**src/rtl/uart_tx_arbiter.sv**
```systemverilog
// rtl/uart_tx_arbiter.sv - round-robin byte arbiter in front of a single UART transmitter
module uart_tx_arbiter #(
   parameter int NUM_REQ      = 3,
   parameter int DATA_WIDTH   = 8,
   parameter int BUSY_TIMEOUT = 64
) (
   input  logic                          clock,
   input  logic                          reset_n,
   input  logic [NUM_REQ-1:0]            req,
   input  logic [NUM_REQ-1:0]            lock,
   input  logic [NUM_REQ*DATA_WIDTH-1:0] data_in,
   output logic [NUM_REQ-1:0]            grant,
   output logic [NUM_REQ-1:0]            ack,
   output logic [DATA_WIDTH-1:0]         tx_data,
   output logic                          tx_en,
   input  logic                          tx_busy,
   output logic                          active,
   output logic                          error
);

   localparam int IDX_W = (NUM_REQ > 1) ? $clog2(NUM_REQ) : 1;
   localparam int CNT_W = $clog2(BUSY_TIMEOUT + 1);

   typedef enum logic [2:0] {
      S_IDLE,
      S_ISSUE,
      S_WAIT_BUSY,
      S_WAIT_DONE,
      S_COMPLETE,
      S_HOLD
   } state_t;

   state_t                  r_state;
   logic [IDX_W-1:0]        r_last;
   logic [IDX_W-1:0]        r_owner;
   logic [CNT_W-1:0]        r_cnt;
   logic [NUM_REQ-1:0]      r_grant;
   logic [NUM_REQ-1:0]      r_ack;
   logic [DATA_WIDTH-1:0]   r_tx_data;
   logic                    r_tx_en;
   logic                    r_error;

   logic [2*NUM_REQ-1:0]    w_rot;
   logic                    w_any;
   logic [IDX_W-1:0]        w_sel;
   logic [DATA_WIDTH-1:0]   w_sel_data;
   logic [DATA_WIDTH-1:0]   w_owner_data;
   logic                    w_owner_req;
   logic                    w_owner_lock;

   // Rotate so bit 0 is the requester just after the last owner; lowest set bit wins.
   assign w_rot = {req, req} >> (int'(r_last) + 1);

   always_comb begin
      w_any = 1'b0;
      w_sel = '0;
      for (int j = NUM_REQ - 1; j >= 0; j--) begin
         if (w_rot[j]) begin
            w_any = 1'b1;
            w_sel = IDX_W'((int'(r_last) + 1 + j) % NUM_REQ);
         end
      end
   end

   always_comb begin
      w_sel_data   = '0;
      w_owner_data = '0;
      for (int i = 0; i < NUM_REQ; i++) begin
         if (w_sel == IDX_W'(i)) begin
            w_sel_data = data_in[i*DATA_WIDTH +: DATA_WIDTH];
         end
         if (r_grant[i]) begin
            w_owner_data = data_in[i*DATA_WIDTH +: DATA_WIDTH];
         end
      end
   end

   assign w_owner_req  = |(req & r_grant);
   assign w_owner_lock = |(lock & r_grant);

   always_ff @(posedge clock or negedge reset_n) begin
      if (!reset_n) begin
         r_state   <= S_IDLE;
         r_last    <= IDX_W'(NUM_REQ - 1);
         r_owner   <= '0;
         r_cnt     <= '0;
         r_grant   <= '0;
         r_ack     <= '0;
         r_tx_data <= '0;
         r_tx_en   <= 1'b0;
         r_error   <= 1'b0;
      end else begin
         r_tx_en <= 1'b0;
         r_ack   <= '0;
         case (r_state)
            S_IDLE: begin
               if (!tx_busy && w_any) begin
                  r_grant   <= NUM_REQ'(1) << w_sel;
                  r_owner   <= w_sel;
                  r_tx_data <= w_sel_data;
                  r_tx_en   <= 1'b1;
                  r_state   <= S_ISSUE;
               end
            end
            S_ISSUE: begin
               r_cnt   <= '0;
               r_state <= S_WAIT_BUSY;
            end
            S_WAIT_BUSY: begin
               if (tx_busy) begin
                  r_state <= S_WAIT_DONE;
               end else if (r_cnt == CNT_W'(BUSY_TIMEOUT - 1)) begin
                  // UART never picked the byte up: flag it, but still ack so the owner moves on.
                  r_error <= 1'b1;
                  r_ack   <= r_grant;
                  r_state <= S_COMPLETE;
               end else begin
                  r_cnt <= r_cnt + 1'b1;
               end
            end
            S_WAIT_DONE: begin
               if (!tx_busy) begin
                  r_ack   <= r_grant;
                  r_state <= S_COMPLETE;
               end
            end
            S_COMPLETE: begin
               r_last <= r_owner;
               if (w_owner_lock) begin
                  r_state <= S_HOLD;
               end else begin
                  r_grant <= '0;
                  r_state <= S_IDLE;
               end
            end
            S_HOLD: begin
               if (w_owner_req && !tx_busy) begin
                  r_tx_data <= w_owner_data;
                  r_tx_en   <= 1'b1;
                  r_state   <= S_ISSUE;
               end else if (!w_owner_req && !w_owner_lock) begin
                  r_grant <= '0;
                  r_state <= S_IDLE;
               end
            end
            default: begin
               r_grant <= '0;
               r_state <= S_IDLE;
            end
         endcase
      end
   end

   assign grant   = r_grant;
   assign ack     = r_ack;
   assign tx_data = r_tx_data;
   assign tx_en   = r_tx_en;
   assign error   = r_error;
   assign active  = (r_state != S_IDLE);

   a_grant_onehot : assert property (@(posedge clock) disable iff (!reset_n) $onehot0(r_grant));
   a_ack_owner    : assert property (@(posedge clock) disable iff (!reset_n) (r_ack & ~r_grant) == '0);
   a_tx_en_pulse  : assert property (@(posedge clock) disable iff (!reset_n) r_tx_en |=> !r_tx_en);

endmodule

```
**config.mk**
```make
export PLATFORM = sky130hd
export DESIGN_NAME = uart_tx_arbiter
export DESIGN_NICKNAME = d
export VERILOG_FILES = /design/src/rtl/uart_tx_arbiter.sv
export SDC_FILE = /design/constraint.sdc
export NUM_CORES = 1
export LEC_CHECK = 0
export BUFFER_PORTS_ARGS = -buffer_cell sky130_fd_sc_hd__buf_2
export CAP_MARGIN = 10
export CORE_MARGIN = 2
export CORE_UTILIZATION = 46
export DETAILED_ROUTE_END_ITERATION = 6
export PLACE_DENSITY_LB_ADDON = 0.05
export SLEW_MARGIN = 30
export SYNTH_ARGS = -nofsm -noshare
export SYNTH_HDL_FRONTEND = slang
export SYNTH_SLANG_ARGS = --single-unit
```
**constraint.sdc**
```tcl
create_clock -name clock -period 3.1 [get_ports clock]
set_input_delay 0.155 -clock clock [delete_from_list [all_inputs] [get_ports clock]]
set_output_delay 0.155 -clock clock [all_outputs]
set_load 0.02 [all_outputs]
```
==> results.txt <==
Among all stages on the critical path, the largest delay is contributed by dfrtp_1. For this design the static power due to leakage is around 1.2 nW. The number of warning messages in the yosys log is 0.

The area added between synthesis and finish is 17.9%. In this run the remaining antenna-violating nets after routing total 0. Clock tree synthesis found a total of 30 sinks.

The worst setup path is captured at a flip-flop. At the worst endpoint, the arrival time is ~2.8 ns. The async set or reset register ratio after synthesis came out at between 90% and 100%. Traced cell by cell, the critical path runs through inv_1 -> ha_1 -> nor2_1 -> o211ai_2 -> o32ai_2 -> buf_4 -> mux2_2 -> a221oi_1 -> a21oi_1. The data required time of the critical path came out at roughly 3.3 ns. The floorplan step defined a core boundary enclosing 0.00441 mm².

At the end of routability-driven placement, the weighted congestion stood at ~0.85. The origin of the critical flop-to-flop path is r_last[0]. The number of distinct library cells after synthesis came out at 53.

The fmax came out at between 0.3 and 0.4 GHz. In this design, the stage delay of the slowest critical-path cell is around 0.65 ns. The post-synthesis cell area is between 0.002 and 0.0025 mm². The number of global-route vias before repair came out at between 1500 and 2000. The number of instances resized during post-cts repair is 0. Dividing the final minimum period by the clock period gives roughly 85%. Setup repair after global routing left no endpoint under its margin. The final max-slew violation count is 0. The run finished with clean final reports. The flip-flop and latch count after synthesis came out at 30.

The count of port buffers added during placement came out at 49. The worst setup path is launched from a flip-flop. The total vias in the final route is ~1800. The final core utilization came out at between 50 and 60%.

Along the worst hold path, the cell count comes to 3. Across the VDD grid, the largest voltage drop is a little under 0.4 mV. The buffer levels on the longest clock path came out at 2.

The count of TritonRoute iterations in the first routing pass is 4. The die is around 72 µm wide. The average cell area after synthesis came out at about 9.5 µm².

The net count after synthesis came out at between 200 and 300. The pin count of the biggest net entering global routing came out at 31. The net total in the final layout came out at 311. Between clock sinks in the finished design, the worst skew comes to just under 0.008 ns. The cell count after synthesis is approximately 230. The post-detailed-placement half-perimeter wirelength is 3.56 mm.

In this run, synthesis inferred 0 flip-flops with an integrated enable. The sum of overflow across all layers after global routing came out at 0. The setup total negative slack came out at 0 ns.

The routed wire length per instance is approximately 15 µm. The tightest min-delay check is of the primary input to flip-flop type. The worst register-to-register path ends at tx_data[6]. The worst-path maximum fanout is 17. Measured along the y axis, the die boundary spans ~72 µm. The endpoint of the worst hold-timing path is tx_data[3]. Headroom to the max-slew limit came out at a little over half.

The number of H-tree levels came out at 2. The antenna cell count came out at 0. The clock latency on the worst-skew pair is ~0.28 ns. The clock slew seen by the registers of the worst setup and hold paths is ~0.060 ns. The area of the die came out at around 0.0052 mm². The clock period minus final worst setup slack came out at approximately 2.6 ns.

Summing the sequential cell areas from Yosys gives between 30% and 40% of the chip area. The starting density of the core came out at roughly 48%. In the routed layout, each cell is associated on average with a via count of approximately 5.6. The count of final setup violators is 0. The final hold violation count is 0. The wire length of the first global-routing pass is 8.31 mm. The overall routing resource usage came out at about 20%. The DRC violation count after routing came out at 0. The critical path class is flip-flop to flip-flop. Across the run, the number of max-cap violations was 0. Across all register-to-register paths, the minimum setup slack is 0.46 ns. For this design the top-level I/O count stands at 50. The CTS tree is built. For this run, the leading register cell type out of synthesis is dfrtp_1. The startpoint identified for the worst hold timing path is data_in[19]. After detailed routing, the total wire length is about 5.0 mm. The first routing iteration left 126 violations. The number of setup buffers added after CTS is 0. Measured in cells, the most critical reg-to-reg path has a length of 9. The share of post-route cells with drive strength above 1 came out at between 30% and 40%. CTS placed an instance of clkbuf_8 at the clock tree root. The initial antenna violation count came out at 0. For this design the ratio of total power to cell area is around 940 mW/mm². The transition time at the pin with the least slew margin is 0.687 ns.

In this run, CTS created clock tree buffers numbering 5. The row count came out at 24.
-- cell usage in the layout (no fill, tap or decap), types with 4 or more instances in the layout --
cell type,instances
nor2_1,22
a21oi_2,6
mux2i_1,4
clkbuf_8,6
a221oi_2,5
ha_1,5
a21o_1,10
o21ai_0,7
xor2_1,4
buf_2,49
a22oi_1,9
and2_1,5
nand2_1,20
mux2_4,7
buf_4,6
dfrtp_1,29
inv_1,7
a21oi_1,16
-- cell usage after synthesis, types with 2 or more instances --
library cell | instances | area share [%]
o31a_1 | 2 | 0.82
nor4b_1 | 2 | 0.82
nor3_1 | 3 | 0.70
mux2_2 | 3 | 1.6
o22ai_1 | 2 | 0.59
dfrtp_1 | 29 | 34
buf_4 | 3 | 1.1
a21oi_1 | 16 | 3.7
clkbuf_1 | 8 | 1.4
and2_1 | 5 | 1.5
nand3_1 | 2 | 0.47
xor2_1 | 4 | 1.6
nand2_1 | 20 | 3.5
o32ai_2 | 2 | 1.5
a21o_1 | 10 | 3.5
nor2b_1 | 3 | 0.88
ha_1 | 5 | 2.9
nand3b_1 | 3 | 1.1
nor2_1 | 22 | 3.9
mux2_4 | 7 | 4.9
o21ai_0 | 7 | 1.6
a221oi_2 | 5 | 3.5
and4bb_1 | 2 | 1.2
nand4_1 | 2 | 0.59
a21oi_2 | 6 | 2.5
inv_1 | 7 | 1.2
and3_1 | 2 | 0.59
buf_6 | 3 | 1.6
a222oi_1 | 2 | 0.94
a22oi_1 | 9 | 3.2
a221oi_1 | 3 | 1.2
a22o_1 | 3 | 1.2
mux2i_1 | 4 | 1.9
-- layer usage --
metal / routed length, µm / global-route usage (%)
met1: 2510 / 29.5
met2: 2230 / 31.0
met3: 242 / 4.03
met4: 37 / 4.40
met5: 0 / 0
-- registers in the layout, summed over array words and instances, names as in the netlist --
register	cells
tx_data	8
r_last	2
error	1
r_cnt	7
r_state	3
tx_en	1
grant	3
ack	3
r_owner	2
-- final cells by class --
cell class	count	area, µm²
multi-input cells	173	1260
inverters	7	26.3
fillers	415	1900
well taps	52	65.1
repair buffers	56	300
clock inverters	1	30.0
clock buffers	6	82.6
flip-flops and latches	30	752
-- cells by family after synthesis --
logic type	count (synthesis)	synth area share, %
buffers and inverters	23	5.74
AOI/OAI and AO/OA	75	27.6
DFF	30	35.2
xor gates and xnor gates	4	1.64
and+or+nand+nor	75	18.5
muxes	14	8.38
adders and majority gates	5	2.93
-- stage by stage --
stage	power (mW)	worst slack [ns]	cells	hold WS, ns	cell area [µm²]
finish	2.37	0.457	325	0.163	2520
global route	2.56	0.248	325	0.166	2520
CTS	2.39	0.469	325	0.159	2520
detailed placement	1.97	0.474	317	0.244	2390
global placement	1.95	0.531	317	0.244	2390
floorplan	1.69	0.798	226	-0.141	2140
-- what timing repair did --
action,in CTS,in global routing
endpoints found under the hold margin,29,0
endpoints found under the setup margin,0,0
hold buffers,1,0
-- worst max-delay path by stage --
stage | slack (ns) | start | cells past startpoint | to
2_1_floorplan | 0.80 | r_last[0] | 10 | tx_data[0]
3_3_place_gp | 0.53 | r_last[0] | 9 | tx_data[6]
3_5_place_dp | 0.47 | r_last[0] | 9 | tx_data[6]
4_1_cts | 0.47 | r_last[0] | 9 | tx_data[6]
5_1_grt | 0.25 | r_last[0] | 9 | tx_data[6]
6_report | 0.46 | r_last[0] | 9 | tx_data[6]
-- critical path, delay by kind of cell (launching register included) --
kind            cells  cell delay (ns)
simple gates        1             0.12
buf+inv             2             0.41
fa+ha+maj           1             0.25
flops               1             0.65
compound gates      4             0.73
mux                 1             0.36
-- where the power goes --
group          switching (mW)  leakage (nW)  internal, mW
registers               0.213         0.390         0.522
logic                   0.668         0.771         0.557
clock network           0.151        0.0573         0.257
Power figures use the tool's default switching activity.
